**config.mk**
```make
export PLATFORM = sky130hd
export DESIGN_NAME = vram_writer
export DESIGN_NICKNAME = d
export VERILOG_FILES = /design/src/rtl/vram_pkg.sv /design/src/rtl/vram_wbuf.sv /design/src/rtl/vram_writer.sv
export SDC_FILE = /design/constraint.sdc
export NUM_CORES = 1
export LEC_CHECK = 0
export CORE_UTILIZATION = 40
export CTS_BUF_LIST = sky130_fd_sc_hd__clkbuf_8
export DETAILED_ROUTE_END_ITERATION = 10
export PLACE_DENSITY_LB_ADDON = 0.3
export SLEW_MARGIN = 0
export SYNTH_ARGS = -nofsm -noshare
export SYNTH_HDL_FRONTEND = slang
export SYNTH_SLANG_ARGS = --single-unit
```
**constraint.sdc**
```tcl
create_clock -name clk_sys -period 2.7 [get_ports clk_sys]
set_input_delay 0.54 -clock clk_sys [delete_from_list [all_inputs] [get_ports clk_sys]]
set_output_delay 0.54 -clock clk_sys [all_outputs]
set_load 0.01 [all_outputs]
```
**src/rtl/vram_pkg.sv**
```systemverilog
// vram_pkg: shared address type, write-buffer entry and read-FSM state for the VRAM writer.
package vram_pkg;
    localparam int VRAM_AW = 19;
    typedef logic [VRAM_AW-1:0] vram_addr_t;
    typedef struct packed {
        vram_addr_t addr;
        logic [7:0] data;
    } wentry_t;
    typedef enum logic [1:0] {IDLE, RD_WAIT, RD_DATA, RD_FWD} state_t;
endpackage

```
**src/rtl/vram_wbuf.sv**
```systemverilog
// vram_wbuf: DEPTH-entry write FIFO; with VRAM_WBUF_FWD_EN it also reports the
// newest buffered entry matching match_addr.
module vram_wbuf
    import vram_pkg::*;
#(
    parameter int DEPTH = 4
) (
    input  logic                     clk_sys,
    input  logic                     reset,
    input  logic                     push,
    input  wentry_t                  din,
    input  logic                     pop,
    output wentry_t                  head,
    output logic [$clog2(DEPTH):0]   count
`ifdef VRAM_WBUF_FWD_EN
    ,
    input  vram_addr_t               match_addr,
    output logic                     match,
    output logic [7:0]               match_data
`endif
);
    localparam int PW = $clog2(DEPTH);
    localparam logic [PW:0] FULL = (PW+1)'(DEPTH);
    wentry_t mem [DEPTH];
    logic [PW-1:0] rd_ptr, wr_ptr;
    logic do_push, do_pop;
    assign do_push = push && count < FULL;
    assign do_pop  = pop && count != '0;
    assign head    = mem[rd_ptr];
    // Pointers are PW bits wide, so they wrap modulo DEPTH on their own.
    always_ff @(posedge clk_sys) begin
        if (!reset) begin
            rd_ptr <= '0;
            wr_ptr <= '0;
            count  <= '0;
        end else begin
            if (do_push) begin
                mem[wr_ptr] <= din;
                wr_ptr      <= wr_ptr + 1'b1;
            end
            if (do_pop) rd_ptr <= rd_ptr + 1'b1;
            if (do_push && !do_pop) count <= count + 1'b1;
            else if (!do_push && do_pop) count <= count - 1'b1;
        end
    end
`ifdef VRAM_WBUF_FWD_EN
    // Scan oldest to newest so the last hit is the newest write.
    always_comb begin
        match      = 1'b0;
        match_data = '0;
        for (int k = 0; k < DEPTH; k++) begin
            if ((PW+1)'(k) < count && mem[rd_ptr + PW'(k)].addr == match_addr) begin
                match      = 1'b1;
                match_data = mem[rd_ptr + PW'(k)].data;
            end
        end
    end
`endif
endmodule

```
**src/rtl/vram_writer.sv**
```systemverilog
// vram_writer: buffers CPU VRAM writes and drains/reads them in CPU slots.
// Define VRAM_WBUF_FWD_EN to forward reads from the write buffer.
module vram_writer
    import vram_pkg::*;
#(
    parameter int DEPTH = 4
) (
    input  logic               clk_sys,
    input  logic               reset,
    input  logic               ce_6mn,
    input  logic               cpu_slot,
    input  logic               wr_req,
    input  logic [VRAM_AW-1:0] wr_addr,
    input  logic [7:0]         wr_data,
    output logic               wr_ready,
    input  logic               rd_req,
    input  logic [VRAM_AW-1:0] rd_addr,
    output logic               rd_busy,
    output logic               rd_valid,
    output logic [7:0]         rd_data,
    output logic [VRAM_AW-1:0] mem_addr,
    output logic [7:0]         mem_din,
    output logic               mem_we,
    output logic               mem_rd,
    input  logic [7:0]         mem_dout
);
    localparam int PW = $clog2(DEPTH);
    localparam logic [PW:0] FULL = (PW+1)'(DEPTH);
    state_t state;
    vram_addr_t raddr;
    wentry_t head;
    logic [PW:0] count;
    logic slot, rd_issue, drain, accept;
`ifdef VRAM_WBUF_FWD_EN
    logic hit;
    logic [7:0] match_data, fwd_data;
`endif
    vram_wbuf #(.DEPTH(DEPTH)) u_wbuf (
        .clk_sys    (clk_sys),
        .reset      (reset),
        .push       (wr_req && wr_ready),
        .din        ('{addr: wr_addr, data: wr_data}),
        .pop        (drain),
        .head       (head),
        .count      (count)
`ifdef VRAM_WBUF_FWD_EN
        ,
        .match_addr (rd_addr),
        .match      (hit),
        .match_data (match_data)
`endif
    );
    assign slot = reset && ce_6mn && cpu_slot;
`ifdef VRAM_WBUF_FWD_EN
    assign rd_issue = slot && state == RD_WAIT;
`else
    assign rd_issue = slot && state == RD_WAIT && count == '0;
`endif
    assign drain    = slot && count != '0 && !rd_issue;
    assign accept   = rd_req && state == IDLE && !rd_busy;
    assign wr_ready = count < FULL;
    assign mem_we   = drain;
    assign mem_rd   = rd_issue;
    assign mem_addr = rd_issue ? raddr : drain ? head.addr : '0;
    assign mem_din  = drain ? head.data : '0;
    always_ff @(posedge clk_sys) begin
        if (!reset) begin
            state    <= IDLE;
            raddr    <= '0;
            rd_valid <= 1'b0;
            rd_busy  <= 1'b0;
            rd_data  <= '0;
`ifdef VRAM_WBUF_FWD_EN
            fwd_data <= '0;
`endif
        end else begin
            rd_valid <= 1'b0;
            rd_busy  <= accept || state != IDLE;
            case (state)
                IDLE: if (accept) begin
                    raddr <= rd_addr;
`ifdef VRAM_WBUF_FWD_EN
                    fwd_data <= match_data;
                    state    <= hit ? RD_FWD : RD_WAIT;
`else
                    state <= RD_WAIT;
`endif
                end
                RD_WAIT: if (rd_issue) state <= RD_DATA;
                RD_DATA: if (ce_6mn) begin
                    rd_data  <= mem_dout;
                    rd_valid <= 1'b1;
                    state    <= IDLE;
                end
`ifdef VRAM_WBUF_FWD_EN
                RD_FWD: begin
                    rd_data  <= fwd_data;
                    rd_valid <= 1'b1;
                    state    <= IDLE;
                end
`endif
                default: state <= IDLE;
            endcase
        end
    end
endmodule

```
==> results.ini <==
[status]
status = finished clean

[pwr]
power_frac_seq_pct = 50.8
ir_drop_uv = 523
pwr-share-clk_pct = 30.2
swShare_pct = 25.8
comb_power_share_pct = 19.1
internal_power_uw = 3960
p_sw_uw = 1370
powerDensity_mw_per_mm2 = 699
leakagePower_uw = 0.00280

[clocking]
clock-root-buffer = clkbuf_8
numClockSinks = 148
htree_levels = 4
cts_hold_buffers = 0
cts_tree = yes
cts_buffers = 17
insertion_delay_ps = 440
clkTransAtPathRegs_ps = 70
clockBufferDepth = 2

[floorplan]
die_h_um = 123
die_w_um = 123
fp-row-count = 43
ios = 100
initial_core_util_pct = 41.5
die_area_mm2 = 0.0151
coreArea_mm2 = 0.0141

[setup_path]
worstSetupPathType = reg -> out
crit_start = u_wbuf.count[0]
critical_path_arrival_ps = 2050
r2r_cells = 9
cpMaxStageDelayCell = or3_4
cpPeakStageDelay_ps = 400
critical_path.endpoint = mem_addr[8]
endpoint_kind = output pin
cp.required_ps = 2160
startpoint_type = register
reg2reg_from = u_wbuf.count[0]
worstReg2RegEnd = u_wbuf.count[2]
rrSetupSlack_ps = 350
cp_cell_sequence = or3_4 -> buf_4 -> nand2_4 -> inv_2 -> buf_12 -> a22o_1 -> clkdlybuf4s15_1
cp_max_fo = 10

[min_path]
hold_class = reg -> reg
worstHoldPathCells = 2

[drt]
routed_wl_um = 12600
drc_errors = 0
via_count = 3477
wl_per_cell_um = 18.6
drt_iter0_drc = 163
drtPass1Iterations = 4
ant_nets = 0
vias_per_cell = 5.13

[layout]
area_growth_pct = 30.4
antenna_cells = 0
nets = 551
nFillCells = 1189
drive_gt1_share_pct = 22.3

[global_routing]
gr-usage-all-layers_pct = 17.7
grt_pass1_wl_um = 18800
grt_pass1_vias = 3427
grt_max_degree = 38
grt-ovfl-total = 0
antenna_found_initial = 0

[sta]
finalWorstSetupSlack_ps = 107
finClkSkew_ps = 9.70
finalSetupViolCount = 0
rsz0062_at_grt = no
timing.hold.ws_ps = 461
worst_pin_slew_ps = 667
final.period_utilization_pct = 96.1
finalHoldViolCount = 0
slew_violations = 0
relSlewSlack_pct = 55.5
clock.fmax_ghz = 0.386
min_period_ps = 2590

[placed_design]
portBuffers = 99
gp_congestion = 0.764
dp_hpwl_um = 8030
pre_cts_ws_ps = -172

[yosys]
avgSynthCellArea_um2 = 16.8
synth_nets = 415
synth_ff_type = edfxtp_1
synth_cell_types = 39
syn_inst = 349
yosysSeqAreaShare_pct = 69.1
async_reset_ff_share_pct = 0
synth_seq_cells = 148
synth_edf_count = 108
ys_warn_count = 0
syn-cell-area_mm2 = 0.00585

[job]
maxCapViolCount = 0

## cell type report
class | instances | area (um2) | area share, %
clock buffers | 17 | 234 | 3.07
well taps | 180 | 225 | 2.95
repair buffers | 138 | 1370 | 17.9
clock inverters | 15 | 141 | 1.85
flip-flops and latches | 148 | 4050 | 53.1
inverters | 6 | 22.5 | 0.295
multi-input cells | 174 | 1590 | 20.8
## how the worst min path moves through the flow
stage	startpoint	endpoint	slack, ps
finish	raddr[10]	raddr[10]	460
global route	raddr[4]	raddr[4]	480
CTS	raddr[10]	raddr[10]	460
detailed placement	raddr[10]	raddr[10]	450
global placement	raddr[18]	raddr[18]	440
floorplan	u_wbuf.rd_ptr[1]	register	430
## what timing repair did
| action | 4_1_cts | 5_1_grt |
|---|---|---|
| cloned | 2 | 0 |
| gates resized for setup | 43 | 23 |
| endpoints found under the setup margin | 28 | 20 |
| pin swaps | 2 | 1 |
| setup buffers | 9 | 4 |
## power by group through the flow
stage	Clock, uW	Sequential (uW)	Combinational, uW
final	1610	2710	1020
after global routing	1740	2720	1100
after CTS	1660	2700	1010
after detailed placement	0	2750	957
after global placement	0	2740	935
after floorplan	0	2730	561
## through the flow
stage	utilization, %	cell area (um2)	cells	power [uW]	TNS, ps
floorplan	-	5850	349	3300	0
global placement	50.6	7130	631	3670	-2600
detailed placement	50.6	7130	631	3710	-2990
CTS	53.6	7560	674	5370	-11.1
global route	54.1	7630	678	5560	0
finish	54.1	7630	678	5330	0
## logic make-up (layout without fill, tap and decap cells)
logic type | after synthesis | count (layout) | share of synthesized area (%)
AO/OA/AOI/OAI | 47 | 47 | 5.33
flip-flops | 148 | 148 | 69.1
adder cells (fa/ha/maj) | 6 | 6 | 1.41
multiplexers | 38 | 38 | 13.0
buffers and inverters | 27 | 176 | 3.42
XOR/XNOR | 3 | 3 | 0.449
AND/OR/NAND/NOR | 80 | 80 | 7.23
## cell usage in the layout (no fill, tap or decap), types with 3 or more instances in the layout
master           count
a21oi_1             24
a22o_1              19
and3_1               5
and3_2               8
buf_12               6
buf_4               27
buf_6                5
clkbuf_8            17
clkdlybuf4s15_1     19
clkdlybuf4s50_1     70
clkinv_2             4
clkinv_4             3
clkinvlp_4           3
dfxtp_1             37
dlygate4sd2_1        9
edfxtp_1           108
ha_1                 5
inv_1                4
mux2i_1             11
mux4_1               5
mux4_2              22
nand2_1             39
nor2_1              14
## registers in the layout, summed over array words and instances (netlist names), named ones only
name and count:
raddr 19, rd_busy 1, rd_data 8, rd_valid 1, state 2, u_wbuf.count 3, u_wbuf.mem 108, u_wbuf.rd_ptr 2
u_wbuf.wr_ptr 2
## cell usage after synthesis (2+ instances only)
library cell / number / area share, %
edfxtp_1: 108 / 55
dfxtp_1: 40 / 14
nand2_1: 39 / 2.5
a21oi_1: 24 / 2.1
a22o_1: 19 / 2.8
mux4_2: 15 / 5.8
nor2_1: 14 / 0.90
mux4_1: 12 / 5.4
mux2i_1: 11 / 1.9
and3_2: 8 / 1.0
buf_6: 8 / 1.5
and3_1: 5 / 0.53
ha_1: 5 / 1.1
buf_2: 4 / 0.34
inv_1: 4 / 0.26
buf_1: 3 / 0.19
clkbuf_8: 3 / 0.71
clkbuf_1: 2 / 0.13
inv_2: 2 / 0.13
nand3_1: 2 / 0.17
o21ai_0: 2 / 0.17
xor2_1: 2 / 0.30
## layer usage
metal	routed length, um	vias to the layer above	GRT usage [%]	share of wire [%]
li1	-	1611	-	-
met1	5660	1771	21.8	45
met2	6330	85	29.7	50
met3	547	10	5.72	4.3
met4	85	0	5.49	0.67
met5	0	-	0	0
## worst max-delay path, delay by kind of cell (launching register included)
kind            cells  cell delay (ps)
buf+inv             4              600
flops               1              360
simple gates        2              460
compound gates      1              190
Note: power is estimated with default switching activity, not from simulation.
